$ cat config.mk
export PLATFORM = sky130hd
export DESIGN_NAME = unit_prop_scheduler
export DESIGN_NICKNAME = d
export VERILOG_FILES = /design/src/rtl/bcp_pkg.sv /design/src/rtl/unit_clause_evaluator.sv /design/src/rtl/unit_prop_scheduler.sv
export SDC_FILE = /design/constraint.sdc
export NUM_CORES = 1
export LEC_CHECK = 0
export CAP_MARGIN = 5
export CORE_ASPECT_RATIO = 0.8
export CORE_MARGIN = 1
export CORE_UTILIZATION = 49
export CTS_CLUSTER_SIZE = 10
export DETAILED_ROUTE_END_ITERATION = 12
export GPL_ROUTABILITY_DRIVEN = 0
export MAX_ROUTING_LAYER = met4
export PLACE_DENSITY = 0.87
export RECOVER_POWER = 50
export SLEW_MARGIN = 10
export SYNTH_ARGS = -nofsm -noshare
export SYNTH_HDL_FRONTEND = slang
export SYNTH_SLANG_ARGS = --single-unit
$ cat constraint.sdc
create_clock -name clock -period 5.3 [get_ports clock]
set_input_delay 1.06 -clock clock [delete_from_list [all_inputs] [get_ports clock]]
set_output_delay 1.06 -clock clock [all_outputs]
set_load 0.005 [all_outputs]
$ cat src/rtl/bcp_pkg.sv
// Shared types for the BCP sweep sequencer and the unit-clause evaluator.
package bcp_pkg;

  // Clause geometry, normally supplied by the shared system definitions.
  localparam int VAR_PER_CLAUSE = 8;
  localparam int MAX_VARS_BITS  = 8;

  typedef enum logic [2:0] {
    ST_IDLE,
    ST_READ,
    ST_EVAL,
    ST_PUSH,
    ST_DONE
  } bcp_state_t;

  // One clause-table read: literal mask, polarity, variables and live status.
  typedef struct packed {
    logic [VAR_PER_CLAUSE-1:0]                    mask;
    logic [VAR_PER_CLAUSE-1:0]                    pole;
    logic [VAR_PER_CLAUSE-1:0][MAX_VARS_BITS-1:0] variable;
    logic [VAR_PER_CLAUSE-1:0]                    unassign;
    logic [VAR_PER_CLAUSE-1:0]                    lit_true;
  } clause_rd_t;

endpackage

$ cat src/rtl/unit_clause_evaluator.sv
// Combinational unit-clause detector: exactly one live unassigned literal.
module unit_clause_evaluator
  import bcp_pkg::*;
(
  input  logic [VAR_PER_CLAUSE-1:0]                    unassigned,
  input  logic [VAR_PER_CLAUSE-1:0]                    mask,
  input  logic [VAR_PER_CLAUSE-1:0]                    pole,
  input  logic [VAR_PER_CLAUSE-1:0][MAX_VARS_BITS-1:0] variable,
  output logic                                         is_unit_clause,
  output logic [MAX_VARS_BITS-1:0]                     unit_var,
  output logic                                         unit_val
);

  localparam int CNT_W = $clog2(VAR_PER_CLAUSE + 1);

  logic [VAR_PER_CLAUSE-1:0] live;
  logic [CNT_W-1:0]          cnt;

  // Count live unassigned literals and capture the (single) implied literal.
  always_comb begin
    live     = unassigned & mask;
    cnt      = '0;
    unit_var = '0;
    unit_val = 1'b0;
    for (int unsigned i = 0; i < VAR_PER_CLAUSE; i++) begin
      if (live[i]) begin
        cnt      = cnt + CNT_W'(1);
        unit_var = variable[i];
        unit_val = ~pole[i];
      end
    end
    is_unit_clause = (cnt == CNT_W'(1));
  end

endmodule

$ cat src/rtl/unit_prop_scheduler.sv
// Sequencer for one BCP sweep over the clause table.
module unit_prop_scheduler
  import bcp_pkg::*;
#(
  parameter int CLAUSE_IDX_W = 10
) (
  input  logic                                         clock,
  input  logic                                         reset_n,
  input  logic                                         start,
  input  logic [CLAUSE_IDX_W:0]                        num_clauses,
  output logic                                         rd_en,
  output logic [CLAUSE_IDX_W-1:0]                      rd_addr,
  input  logic [VAR_PER_CLAUSE-1:0]                    rd_mask,
  input  logic [VAR_PER_CLAUSE-1:0]                    rd_pole,
  input  logic [VAR_PER_CLAUSE-1:0][MAX_VARS_BITS-1:0] rd_variable,
  input  logic [VAR_PER_CLAUSE-1:0]                    rd_unassign,
  input  logic [VAR_PER_CLAUSE-1:0]                    rd_lit_true,
  output logic                                         imp_valid,
  input  logic                                         imp_ready,
  output logic [MAX_VARS_BITS-1:0]                     imp_var,
  output logic                                         imp_val,
  output logic [CLAUSE_IDX_W-1:0]                      imp_clause,
  output logic                                         busy,
  output logic                                         done,
  output logic                                         conflict,
  output logic [CLAUSE_IDX_W-1:0]                      conflict_clause,
  output logic [CLAUSE_IDX_W:0]                        imp_count
);

  bcp_state_t               state, state_next;
  logic [CLAUSE_IDX_W-1:0]  idx;
  logic [CLAUSE_IDX_W:0]    n_lat;
  clause_rd_t               rd;
  logic                     eval_sat, eval_unit, eval_confl;
  logic [MAX_VARS_BITS-1:0] u_var;
  logic                     u_val;
  logic                     last, adv;

  assign rd = '{rd_mask, rd_pole, rd_variable, rd_unassign, rd_lit_true};

  unit_clause_evaluator u_eval (
    .unassigned     (rd.unassign & rd.mask),
    .mask           (rd.mask),
    .pole           (rd.pole),
    .variable       (rd.variable),
    .is_unit_clause (eval_unit),
    .unit_var       (u_var),
    .unit_val       (u_val)
  );

  assign eval_sat   = |(rd.lit_true & rd.mask);
  assign eval_confl = !eval_sat && ((rd.unassign & rd.mask) == '0);
  assign last       = ({1'b0, idx} == (n_lat - (CLAUSE_IDX_W+1)'(1)));

  assign rd_en     = (state == ST_READ);
  assign rd_addr   = idx;
  assign imp_valid = (state == ST_PUSH);
  assign busy      = (state == ST_READ) || (state == ST_EVAL) || (state == ST_PUSH);
  assign done      = (state == ST_DONE);

  // Next-state selection; adv marks finishing the current clause.
  always_comb begin
    state_next = state;
    adv        = 1'b0;
    case (state)
      ST_IDLE: if (start) state_next = (num_clauses == '0) ? ST_DONE : ST_READ;
      ST_READ: state_next = ST_EVAL;
      ST_EVAL: begin
        if (eval_confl)                  state_next = ST_DONE;
        else if (!eval_sat && eval_unit) state_next = ST_PUSH;
        else                             adv = 1'b1;
      end
      ST_PUSH: if (imp_ready) adv = 1'b1;
      ST_DONE: state_next = ST_IDLE;
      default: state_next = ST_IDLE;
    endcase
    if (adv) state_next = last ? ST_DONE : ST_READ;
  end

  // State register.
  always_ff @(posedge clock or negedge reset_n) begin
    if (!reset_n) state <= ST_IDLE;
    else          state <= state_next;
  end

  // Index, implication payload and sweep status registers.
  always_ff @(posedge clock or negedge reset_n) begin
    if (!reset_n) begin
      idx             <= '0;
      n_lat           <= '0;
      imp_var         <= '0;
      imp_val         <= 1'b0;
      imp_clause      <= '0;
      conflict        <= 1'b0;
      conflict_clause <= '0;
      imp_count       <= '0;
    end else begin
      case (state)
        ST_IDLE: if (start) begin
          n_lat           <= num_clauses;
          idx             <= '0;
          imp_count       <= '0;
          conflict        <= 1'b0;
          conflict_clause <= '0;
        end
        ST_EVAL: begin
          if (eval_confl) begin
            conflict        <= 1'b1;
            conflict_clause <= idx;
          end else if (!eval_sat && eval_unit) begin
            imp_var    <= u_var;
            imp_val    <= u_val;
            imp_clause <= idx;
          end
        end
        ST_PUSH: if (imp_ready && (imp_count != '1)) imp_count <= imp_count + (CLAUSE_IDX_W+1)'(1);
        default: ;
      endcase
      if (adv && !last) idx <= idx + CLAUSE_IDX_W'(1);
    end
  end

endmodule
== After elaboration in Yosys (flattened, before gate mapping) ==
Cells that the tools add are included.
Widths: inputs -> output; s select.

* Add/subtract/negate cells: 10
* Equality and inequality tests: 13
* Mux-type cells: 46
* Bitwise gates (word level): 12
* Reduce and logical (&&, ||, !) cells: 22

{| class="wikitable"
|+ Operator list
! cell !! count
|-
| $mux 8 || 8
|-
| $mux 10 || 4
|-
| $mux 4 || 7
|-
| $add 4x1->4 const B || 6
|-
| $and 8x8->8 || 3
|-
| $mux 11 || 2
|-
| $pmux 11 s2 || 1
|-
| $pmux 10 s2 || 1
|-
| $mux 3 || 6
|-
| $mux 1 || 14
|-
| $pmux 3 s4 || 1
|-
| $reduce_and 3->1 || 4
|-
| $add 11x1->11 const B || 1
|-
| $eq 10x11->1 || 1
|-
| $logic_not 11->1 || 1
|-
| $ne 11x11->1 const B || 1
|-
| $sub 11x1->11 const B || 1
|-
| $add 10x1->10 const B || 1
|-
| $not 1->1 || 9
|-
| $logic_not 8->1 || 1
|-
| $reduce_bool 2->1 || 4
|-
| $reduce_or 8->1 || 1
|-
| $eq 3x2->1 const B || 2
|-
| $eq 4x1->1 const B || 1
|-
| 13 further kinds || 22
|}

* Bits in registers: 65
* Word-level logic and storage cells: 112

== Longest topological paths before layout ==
Gate-level depths: netlist (run 1).

* Depth in word-level cells: 25
* Gate-level depth with buffers: 25
* Depth with buffers taken out: 23

== By module ==
A second synthesis (run 1) with hierarchy kept.

* Cells, all modules: 530
* Area, all modules: 4,539.4 um^2

{| class="wikitable"
|+ Modules (own cells, without submodules)
! module !! instances !! cells an instance !! area each (um^2)
|-
| unit_prop_scheduler || 1 || 360 || 3,472.1
|-
| unit_clause_evaluator || 1 || 170 || 1,067.3
|}

== Least setup slack after synthesis (run 1) ==
Ideal clock, no wire load.

* Kind: input to register
* Start: in rd_unassign[1]
* End: reg imp_clause[2]
* Data arrival time: 6,099 ps
* Path slack: -924 ps
* Cell stages on the path: 24
* Buffers on the path: 2
* Cell sequence: nand2_1 > clkbuf_1 > inv_1 > ha_1 > a21oi_1 > nor2_1 > ha_1 > a21o_1 > ha_1 > o21a_1 > ha_1 > nand2_1 > a21boi_0 > inv_1 > ha_1 > nor2_1 > a21oi_1 > ha_1 > or4_1 > a311o_1 > nor3_2 > nand4_4 > buf_6 > mux2_4

* Cells in the longest elaborated chain, start to end: 18
* Elaborated cells between the ends (all ways): 21
* Those cells by class: 6 x add/sub; 1 x eq/ne; 7 x mux; 3 x bitwise; 4 x reduce/logical

{| class="wikitable"
|+ RTL lines
! element !! RTL line !! text
|-
| from (decl) || unit_prop_scheduler.sv:16 || <nowiki>input logic [VAR_PER_CLAUSE-1:0] rd_unassign,</nowiki>
|-
| $and 8x8->8 * || unit_prop_scheduler.sv:42, unit_prop_scheduler.sv:52 ||
|-
| $and 8x8->8 || unit_clause_evaluator.sv:21 || <nowiki>live = unassigned & mask;</nowiki>
|-
| $mux 4 || unit_clause_evaluator.sv:26 || <nowiki>if (live[i]) begin</nowiki>
|-
| $add 4x1->4 || unit_clause_evaluator.sv:27 || <nowiki>cnt = cnt + CNT_W'(1);</nowiki>
|-
| $mux 4 || unit_clause_evaluator.sv:26 ||
|-
| $add 4x1->4 || unit_clause_evaluator.sv:27 ||
|-
| $mux 4 || unit_clause_evaluator.sv:26 ||
|-
| $add 4x1->4 || unit_clause_evaluator.sv:27 ||
|-
| [... 2 more ...] || -- ||
|-
| $mux 4 || unit_clause_evaluator.sv:26 ||
|-
| $add 4x1->4 || unit_clause_evaluator.sv:27 ||
|-
| $mux 4 || unit_clause_evaluator.sv:26 ||
|-
| $add 4x1->4 || unit_clause_evaluator.sv:27 ||
|-
| $mux 4 || unit_clause_evaluator.sv:26 ||
|-
| $eq 4x1->1 || unit_clause_evaluator.sv:32 || <nowiki>is_unit_clause = (cnt == CNT_W'(1));</nowiki>
|-
| $logic_and 1x1->1 || unit_prop_scheduler.sv:110 || <nowiki>end else if (!eval_sat && eval_unit) begin</nowiki>
|-
| $reduce_and 3->1 (no source line) * || -- ||
|-
| to (signal assigned) || unit_prop_scheduler.sv:113 || <nowiki>imp_clause <= idx;</nowiki>
|-
| to (decl) || unit_prop_scheduler.sv:22 || <nowiki>output logic [CLAUSE_IDX_W-1:0] imp_clause,</nowiki>
|}

Mark *: on every way between the ends. The rest lies on a longest branch, timed or not.
A chain may end at the register's enable or synchronous reset.

== Worst setup path after layout (run 1) ==
* Start: in rd_mask[0]
* End: reg idx[4], in the netlist rd_addr[4]

* Cells in the longest elaborated chain, start to end: 25
* Elaborated cells between the ends (all ways): 32
* Those cells by class: 7 x add/sub; 1 x eq/ne; 12 x mux; 3 x bitwise; 9 x reduce/logical

{| class="wikitable"
|+ RTL lines
! element !! RTL line !! text
|-
| from (decl) || unit_prop_scheduler.sv:13 || <nowiki>input logic [VAR_PER_CLAUSE-1:0] rd_mask,</nowiki>
|-
| $and 8x8->8 || unit_prop_scheduler.sv:42, unit_prop_scheduler.sv:52 ||
|-
| $and 8x8->8 || unit_clause_evaluator.sv:21 ||
|-
| $mux 1 || unit_clause_evaluator.sv:26 ||
|-
| $add 1x1->2 || unit_clause_evaluator.sv:27 ||
|-
| $mux 4 || unit_clause_evaluator.sv:26 ||
|-
| $add 4x1->4 || unit_clause_evaluator.sv:27 ||
|-
| $mux 4 || unit_clause_evaluator.sv:26 ||
|-
| $add 4x1->4 || unit_clause_evaluator.sv:27 ||
|-
| [... 9 more ...] || -- ||
|-
| $eq 4x1->1 || unit_clause_evaluator.sv:32 ||
|-
| $logic_and 1x1->1 || unit_prop_scheduler.sv:70 || <nowiki>else if (!eval_sat && eval_unit) state_next = ST_PUSH;</nowiki>
|-
| $mux 1 || unit_prop_scheduler.sv:70 ||
|-
| $mux 1 * || unit_prop_scheduler.sv:69 || <nowiki>if (eval_confl) state_next = ST_DONE;</nowiki>
|-
| $pmux 1 s2 * || unit_prop_scheduler.sv:65 || <nowiki>case (state)</nowiki>
|-
| $logic_and 1x1->1 * || unit_prop_scheduler.sv:119 || <nowiki>if (adv && !last) idx <= idx + CLAUSE_IDX_W'(1);</nowiki>
|-
| $reduce_bool 2->1 (no source line) || -- ||
|-
| $reduce_and 2->1 (no source line) || -- ||
|-
| to (signal assigned) || unit_prop_scheduler.sv:119 ||
|-
| to (decl) || unit_prop_scheduler.sv:31 || <nowiki>logic [CLAUSE_IDX_W-1:0] idx;</nowiki>
|}

Marks and branches as above.

==> results of run 1 <==
cells by family after synthesis:
kind of cell,count (synthesis)
flops,65
simple gates,225
compound gates,116
xor+xnor,31
buf+inv,46
mux,25
fa+ha+maj,10
cell usage in the layout (no fill, tap or decap), types with 7 or more instances in the layout:
cell and n:
dfrtp_1 65, nand4_1 12, xnor2_1 14, buf_6 10, nand2_1 97, buf_4 41, nand3_1 21, o21ai_0 34
clkbuf_16 10, clkdlybuf4s50_1 157, o311ai_0 8, ha_1 7, nor2_1 30, xor2_1 13, a311oi_1 9, inv_1 7
and3_1 12, mux2_2 9, mux2_4 10, o211ai_1 10
worst max-delay path, delay by kind of cell:
family                   cells  cell delay [ns]
buffers and inverters       15             1.75
AO/OA/AOI/OAI                8             1.51
adder cells (fa/ha/maj)      4             0.95
AND/OR/NAND/NOR              5             0.79
area by class of cell:
cell class / count / area (sq um) / area share [%]
clock inverters: 6 / 88.8 / 1.25
inverters: 11 / 41.3 / 0.581
flip-flops and latches: 65 / 1630 / 22.9
clock buffers: 10 / 239 / 3.36
multi-input cells: 407 / 2850 / 40.1
repair buffers: 219 / 2120 / 29.8
well taps: 112 / 140 / 1.97
state kept, by name (all words and copies together) (netlist names):
| name | count |
|---|---|
| imp_count | 11 |
| n_lat | 11 |
| conflict_clause | 10 |
| imp_clause | 10 |
| rd_addr | 10 |
| imp_var | 8 |
| state | 3 |
| conflict | 1 |
| imp_val | 1 |
metrics by stage:
step           setup TNS, ns  std cells  setup WS [ns]
2_1_floorplan         -12.18        518         -0.552
3_3_place_gp          -28.38        794         -0.930
3_5_place_dp          -33.35        794          -1.10
4_1_cts                -8.17        828         -0.299
5_1_grt               -19.17        830         -0.640
6_report              -15.30        830         -0.524
power by group:
part           switching [W]  internal [W]
combinational       0.000588      0.000703
clock               0.000226      0.000425
sequential          0.000227      0.000636
path summary, 6_finish.rpt:
path / start / endpoint / slack [ns]
worst max-delay path: rd_mask[0] / rd_addr[4] / -0.52
worst min register to register: conflict / conflict / 0.49
max in group asynchronous: reset_n / n_lat[0] / 1.32
min in group asynchronous: reset_n / conflict_clause[2] / 2.02
worst min-delay path: conflict / conflict / 0.49
worst max register to register: n_lat[0] / rd_addr[4] / 1.94
metal layers:
metal / global-route usage, % / share of wire, %
met1: 45.3 / 38
met2: 60.0 / 48
met3: 7.22 / 9.0
met4: 15.5 / 4.5
met5: - / 0
repair_timing:
item | 4_1_cts | 5_1_grt
pin swaps | 14 | 16
cloned | 3 | 0
buffers inserted | 15 | 4
endpoints found under the setup margin | 32 | 32
gates resized for setup | 34 | 18
==> results.md, run 1 <==
- Status: finished with violations
- Failing checks: max-capacitance violations, max-slew violations, negative setup slack
- Initial Utilization: 51.8%
- Layout Nets: 834
- Via count: 5213
- Core Util, Final: 81.9%
- Worst vdd rail ir drop: 0.000242 V
- Buffers on Ports: 165
- Max-slew headroom: -133%
- Crit path kind: in -> reg
- Crit. End Element: flop
- Period utilization: 110%
- Initial antenna violation count: 0
- Share of the synthesized area in the top cell type: 36.2%
- Mux share of post-synthesis cell area: 6.93%
- Most common cell on crit path: buf_4
- Design Area, Final: 0.00710 sq mm
- Worst Tran Pin Value: 3.49 ns
- P_leak: 3.04 nW
- Worst R2R Path Depth: 10
- Core Rows: 30
- CTS tree: done
- Clk sink count: 65
- Syn Inst Count: 518
- Cell area after synthesis: 0.00449 sq mm
- Clk slew on worst S/H paths: 0.06 ns
- RSZ-0062 raised after global routing: true
- Filler instances: 481
- Final Total Pwr: 0.00280 W
- CTS Buf Count: 9
- Final Slew Violations: 66
- Max_cap viols: 1
- Hold Vio Cnt, Final: 0
- Final hold slack: 0.486 ns
- Hold Crit Class: reg -> reg
- Dpl cell area: 0.00648 sq mm
- Yosys top cell by area: dfrtp_1
- Clk root buf: clkbuf_16
- Adder-Cell Fraction of Synth Area: 2.78%
- Fmax: 172 MHz
- Crit path DAT: 6.07 ns
- Detailed Place HPWL: 11.0 mm
- CP Launch Type: input port
- Via density: 6.28
- Post-Route WL: 17.0 mm
- Count of different cell masters after synthesis: 67
- Predominant post-synthesis flop cell: dfrtp_1
- Slowest-stage cell, CP: a2111o_1
- Largest cells by area after synthesis: dfrtp_1 (36%), nand2_1 (8.2%), o21ai_0 (3.9%)
- Worst hold stages: 1
- ANT nets after route: 0
- Worst Path Max Fanout: 5
- First-pass GRT wire length: 26.1 mm
- # DRC: 0
- CORE AREA: 0.00867 sq mm
- Ant. Diodes: 0
- Post-synth top cells: nand2_1 (98), dfrtp_1 (65), o21ai_0 (35)
- Worst-case clock skew: 0.00827 ns
- Synth Area in Compound Gates: 18.6%
- Power per cell area: 395 mW/mm^2
- Final setup vio count: 32
- Largest family of logic cells by synthesized area: simple AND/OR/NAND/NOR gates
- Remaining global-route overflow: 0
- Largest stage delay on the critical path: 0.38 ns
- Clock Path Buffers: 2
- #FFs+latches synth: 65
- Post-synthesis simple-gate area fraction: 24.3%
- Synth async-reset ratio: 100%
- Layout cell share with drive strength beyond 1: 18.5%
- H-tree Lvls: 3
- Min cycle time layout: 5.82 ns
- DR iter-0 viols: 493
- Chip width: 109 um
- Number of synthesized flops with an enable pin: 0
- Count leader, synth: nand2_1
- Hold_buf cts: 0
- Die ar.: 0.00956 sq mm
- DR pass1 iterations: 5
- Post-Syn Area per Cell: 8.68 sq um
- Syn Nets: 639
- Routed WL per cell: 20.5 um
- Chip height: 87.7 um
- Skew-Pair Late Insertion Delay: 0.33 ns
- Fin worst setup slack: -0.524 ns
- Synthesis-to-finish area growth: 58.0%
- Worst EP required: 5.55 ns
- Top Ports: 166
- Total track usage: 37.1%
- Post-synthesis xor/xnor area fraction: 7.10%
- Seq/Total Area, Yosys: 36.2%
- Synthesis warning total: 0
- Number of global-route vias before repair: 5013
- Largest net degree at the start of global routing: 66
Power figures use the tool's default switching activity.
==> run 2: changes to the inputs <==
CORE_UTILIZATION = 30   (was 49)
PLACE_DENSITY = not set   (was 0.87)
==> results.md, run 2 (synthesized netlist as in run 1, its figures left out) <==
- Status: finished with violations
- Failing checks: design-rule violations, max-capacitance violations, max-slew violations, negative setup slack
- Worst Tran Pin Value: 3.50 ns
- Hold_buf cts: 0
- Most common cell after layout, fill and taps aside: clkdlybuf4s50_1
- Crit path DAT: 5.77 ns
- Ant. Diodes: 0
- Power per cell area: 372 mW/mm^2
- Post-Route WL: 14.8 mm
- Chip height: 111 um
- FF-to-FF Start: n_lat[0]
- Routed WL per cell: 16.4 um
- CP startpoint: rd_mask[0]
- Die ar.: 0.0155 sq mm
- Hold path start: conflict
- Most frequent cells in the layout: clkdlybuf4s50_1 (157), nand2_1 (97), dfrtp_1 (65)
- Hold Vio Cnt, Final: 0
- Buffers on Ports: 165
- Top Ports: 166
- Via density: 5.22
- DR iter-0 viols: 277
- Layout Nets: 836
- Synthesis-to-finish area growth: 59.5%
- Final setup vio count: 31
- Largest net degree at the start of global routing: 66
- Filler instances: 1327
- Worst EP required: 5.52 ns
- CTS tree: done
- Min cycle time layout: 5.55 ns
- CP Launch Type: input port
- Period utilization: 105%
- # DRC: 7
- Crit path kind: in -> reg
- CTS Buf Count: 9
- Crit path cell chain: buf_6 -> and2_4 -> buf_6 -> ha_4 -> xnor2_2 -> ha_1 -> a21o_1 -> ha_4 -> o21a_1 -> ha_1 -> nand2_1 -> a21boi_4 -> inv_2 -> ha_4 -> nor2_4 -> a21oi_2 -> ha_1 -> or4_1 -> a311o_1 -> buf_4 -> nor3_4 -> nand4_4 -> buf_12 -> mux2_4
- Max-slew headroom: -133%
- Core Rows: 39
- Final Slew Violations: 66
- Clk slew on worst S/H paths: 0.06 ns
- Clk sink count: 65
- Worst-case clock skew: 0.00476 ns
- Worst vdd rail ir drop: 0.000169 V
- Initial Utilization: 31.1%
- Slowest-stage cell, CP: or4_1
- Worst Path Max Fanout: 19
- Total track usage: 20.2%
- Detailed Place HPWL: 11.4 mm
- Skew-Pair Late Insertion Delay: 0.34 ns
- Largest stage delay on the critical path: 0.50 ns
- Fin worst setup slack: -0.252 ns
- Crit. End Element: flop
- Clock Path Buffers: 2
- Max_cap viols: 1
- Clk root buf: clkbuf_16
- DR pass1 iterations: 10
- First-pass GRT wire length: 24.3 mm
- CORE AREA: 0.0144 sq mm
- Fmax: 180 MHz
- Number of global-route vias before repair: 4846
- Largest registers: imp_count (11), n_lat (11)
- Hold Crit Class: reg -> reg
- Remaining global-route overflow: 0
- H-tree Lvls: 3
- Setup TNS: -6.82 ns
- ANT nets after route: 0
- Layout cell share with drive strength beyond 1: 19.2%
- P_leak: 3.03 nW
- RSZ-0062 raised after global routing: true
- Via count: 4721
- Final cell count without fillers: 904
- Chip width: 139 um
- Initial antenna violation count: 0
- Cell total after placement: 871
[run 2: critical path: cells and delay by family]
family                   cells  cell delay [ns]
adder cells (fa/ha/maj)      6             1.56
AO/OA/AOI/OAI                5             1.07
AND/OR/NAND/NOR              6             1.03
buffers and inverters        5             0.61
multiplexers                 1             0.30
XOR/XNOR                     1             0.12
[run 2: final timing paths]
path                                 endpoint  slack (ns)  cells after the start
min in group asynchronous  conflict_clause[6]        2.01                      2
max reg2reg                        rd_addr[4]        1.99                     10
min                                  conflict        0.49                      1
max in group asynchronous          imp_var[6]        1.33                      2
max                             imp_clause[6]       -0.25                     24
min reg2reg                          conflict        0.49                      1
[run 2: report_power, final]
group | switching (W) | internal (W) | total, W | leakage (nW)
Clock | 0.000224 | 0.000363 | 0.000587 | 0.146
Combinational | 0.000526 | 0.000699 | 0.00122 | 2.01
Sequential | 0.000221 | 0.000636 | 0.000856 | 0.873
Total | 0.000971 | 0.00170 | 0.00267 | 3.03
[run 2: layout make-up]
class                      instances  area, sq um  share of cell area, %
multi-input combinational        407         2880                   40.1
inverter                          11         41.3                  0.576
clock inverter                     7         70.1                  0.977
timing repair buffer             221         2100                   29.3
tap                              184          230                   3.21
sequential                        65         1630                   22.7
clock buffer                       9          225                   3.14
[run 2: timing repair]
action,in CTS,in global routing
endpoints found under the hold margin,0,0
gates resized for setup,34,12
buffers inserted,14,2
endpoints found under the setup margin,32,32
pin swaps,25,18
cloned,1,0
[run 2: through the flow]
step / util (%) / area [sq um] / setup WS, ns / hold slack (ns) / total power, W
global placement: 45.8 / 6610 / -0.915 / 0.470 / 0.00193
CTS: 49.3 / 7130 / -0.337 / 0.501 / 0.00266
global route: 49.6 / 7170 / -0.403 / 0.508 / 0.00283
floorplan: - / 4580 / -0.552 / 0.474 / 0.00143
finish: 49.6 / 7170 / -0.252 / 0.490 / 0.00267
detailed placement: 45.8 / 6610 / -1.04 / 0.478 / 0.00197
[run 2: per-layer routing]
layer | track usage, % | routed length, um | vias up
li1 | - | - | 2279
met1 | 25.9 | 7130 | 2274
met2 | 31.6 | 6680 | 129
met3 | 3.74 | 568 | 39
met4 | 7.70 | 466 | 0
met5 | - | 0 | -
==> run 3: changes to the inputs <==
GPL_TIMING_DRIVEN = 0   (was not set)
==> results.md, run 3 (synthesized netlist as in run 1, its figures left out) <==
- Status: finished with violations
- Failing checks: design-rule violations, max-capacitance violations, max-slew violations, negative setup slack
- Power per cell area: 366 mW/mm^2
- Top Ports: 166
- FF-to-FF Start: n_lat[0]
- Skew-Pair Late Insertion Delay: 0.33 ns
- RSZ-0062 raised after global routing: true
- Detailed Place HPWL: 11.7 mm
- Min cycle time layout: 5.67 ns
- Clk slew on worst S/H paths: 0.05 ns
- Initial Utilization: 31.1%
- Dpl ws: -1.69 ns
- Total internal power: 0.00173 W
- Buffers on Ports: 165
- Clock Path Buffers: 2
- Met3 WL post-DR: 713 um
- DR pass1 iterations: 9
- Sequential share of power: 28.8%
- Crit path DAT: 5.92 ns
- Core Rows: 39
- Worst vdd rail ir drop: 0.000163 V
- Crit Reg-Reg Endpoint: rd_addr[4]
- Hold_buf cts: 0
- Max_cap viols: 1
- Sw power: 0.000953 W
- Hold Path End: conflict
- ANT nets after route: 0
- Fmax: 176 MHz
- Crit path kind: in -> reg
- H-tree Lvls: 3
- Worst EP required: 5.56 ns
- Met2 WL: 7.22 mm
- Worst Tran Pin Value: 3.50 ns
- Clk sink count: 65
- DR iter-0 viols: 287
- CORE AREA: 0.0144 sq mm
- Final Slew Violations: 66
- Total track usage: 21.7%
- Routed WL per cell: 17.1 um
- Remaining global-route overflow: 0
- Largest net degree at the start of global routing: 66
- Core Util, Final: 50.8%
- Largest registers: imp_count (11), n_lat (11)
- CTS Buf Count: 9
- CP Launch Type: input port
- Die ar.: 0.0155 sq mm
- DR top layer: met4
- First-pass GRT wire length: 25.7 mm
- Crit. End Element: flop
- Clk root buf: clkbuf_16
- Chip height: 111 um
- CTS tree: done
- DRT met1 WL: 7.58 mm
- Max-slew headroom: -133%
- Clock power frac: 23.7%
- Worst R2R Path Depth: 11
- Most common cell after layout, fill and taps aside: clkdlybuf4s50_1
- Hold Crit Class: reg -> reg
- Hold Vio Cnt, Final: 0
- R2r setup slk: 1.93 ns
- Worst Path Max Fanout: 6
- Via count: 4907
- Share of total power in combinational logic: 47.4%
- Fin worst setup slack: -0.367 ns
- Chip width: 139 um
- Final setup vio count: 31
- Synthesis-to-finish area growth: 63.3%
- Setup TNS: -9.32 ns
- Layout Nets: 860
- # DRC: 14
- Ant. Diodes: 0
- Sw frac: 35.5%
- Post-Route WL: 15.9 mm
- Initial antenna violation count: 0
- Number of global-route vias before repair: 4964
- Worst hold stages: 1
- P_leak: 3.13 nW
- Most frequent cells in the layout: clkdlybuf4s50_1 (145), nand2_1 (96), dfrtp_1 (65)
- Filler instances: 1352
- Worst-case clock skew: 0.00522 ns
- Period utilization: 107%
- Hold path start: conflict
- Via density: 5.29
- Layout cell share with drive strength beyond 1: 18.5%
## run 3: cell count changes in the layout (fill, tap and decap cells not counted), moves of 4 or more
cell,before,now
buf_4,48,42
buf_6,4,8
clkbuf_1,2,22
clkbuf_8,0,4
clkdlybuf4s50_1,157,145
dlygate4sd3_1,1,11
## run 3: per-layer routing
metal / vias up / global-route usage, %
li1: 2325 / -
met1: 2388 / 29.0
met2: 157 / 33.7
met3: 37 / 3.23
met4: 0 / 6.96
met5: - / -
## run 3: layout make-up
type	count	area, sq um	area share (%)
Buffer	33	206	2.81
Clock buffer	11	243	3.31
Clock inverter	5	78.8	1.07
Inverter	11	41.3	0.563
Multi-Input combinational cell	407	2870	39.1
Sequential cell	65	1630	22.2
Tap cell	184	230	3.14
Timing Repair Buffer	212	2040	27.9
## run 3: what timing repair did
| action | in CTS | in global routing |
|---|---|---|
| pin swaps | 18 | 15 |
| gates resized for setup | 54 | 23 |
| cloned | 2 | 0 |
| endpoints found under the setup margin | 32 | 43 |
| buffers inserted | 42 | 2 |
## run 3: worst max-delay path: stages
cell	delay [ns]
buf_6	0.09
and2_4	0.16
clkbuf_16	0.14
ha_4	0.29
xnor2_4	0.13
ha_4	0.23
a21o_1	0.18
ha_4	0.22
o21a_1	0.17
ha_1	0.28
nand2_1	0.06
a21boi_4	0.20
inv_2	0.06
ha_4	0.22
nor2_4	0.09
a21oi_2	0.04
ha_1	0.32
or4_4	0.52
a311o_1	0.42
buf_4	0.17
o31ai_4	0.25
buf_12	0.15
a21o_1	0.15
buf_6	0.14
mux2i_1	0.18
## run 3: worst max path at each step
stage                    from       endpoint  slack [ns]  cells past startpoint
3_5_place_dp       rd_mask[1]     imp_var[2]       -1.69                     24
2_1_floorplan  rd_unassign[0]  imp_clause[2]       -0.55                     22
3_3_place_gp   rd_unassign[1]     imp_var[2]       -1.57                     24
5_1_grt        rd_unassign[0]     rd_addr[8]       -0.57                     25
6_report       rd_unassign[0]     rd_addr[8]       -0.37                     25
4_1_cts            rd_mask[0]     imp_var[2]       -0.40                     23
## run 3: per-stage QoR
stage	cells	cell area, sq um	hold slack [ns]	power, W
after floorplan	518	4580	0.474	0.00143
after global placement	867	6460	0.482	0.00190
after detailed placement	868	6490	0.487	0.00193
after CTS	928	7280	0.500	0.00267
after global routing	928	7340	0.518	0.00286
final	928	7340	0.488	0.00269
## run 3: power groups by stage
stage / registers (W) / clock network [W] / logic (W)
2_1_floorplan: 0.000753 / 0 / 0.000673
3_3_place_gp: 0.000773 / 0 / 0.00112
3_5_place_dp: 0.000779 / 0 / 0.00116
4_1_cts: 0.000772 / 0.000651 / 0.00124
5_1_grt: 0.000798 / 0.000670 / 0.00140
6_report: 0.000775 / 0.000637 / 0.00127
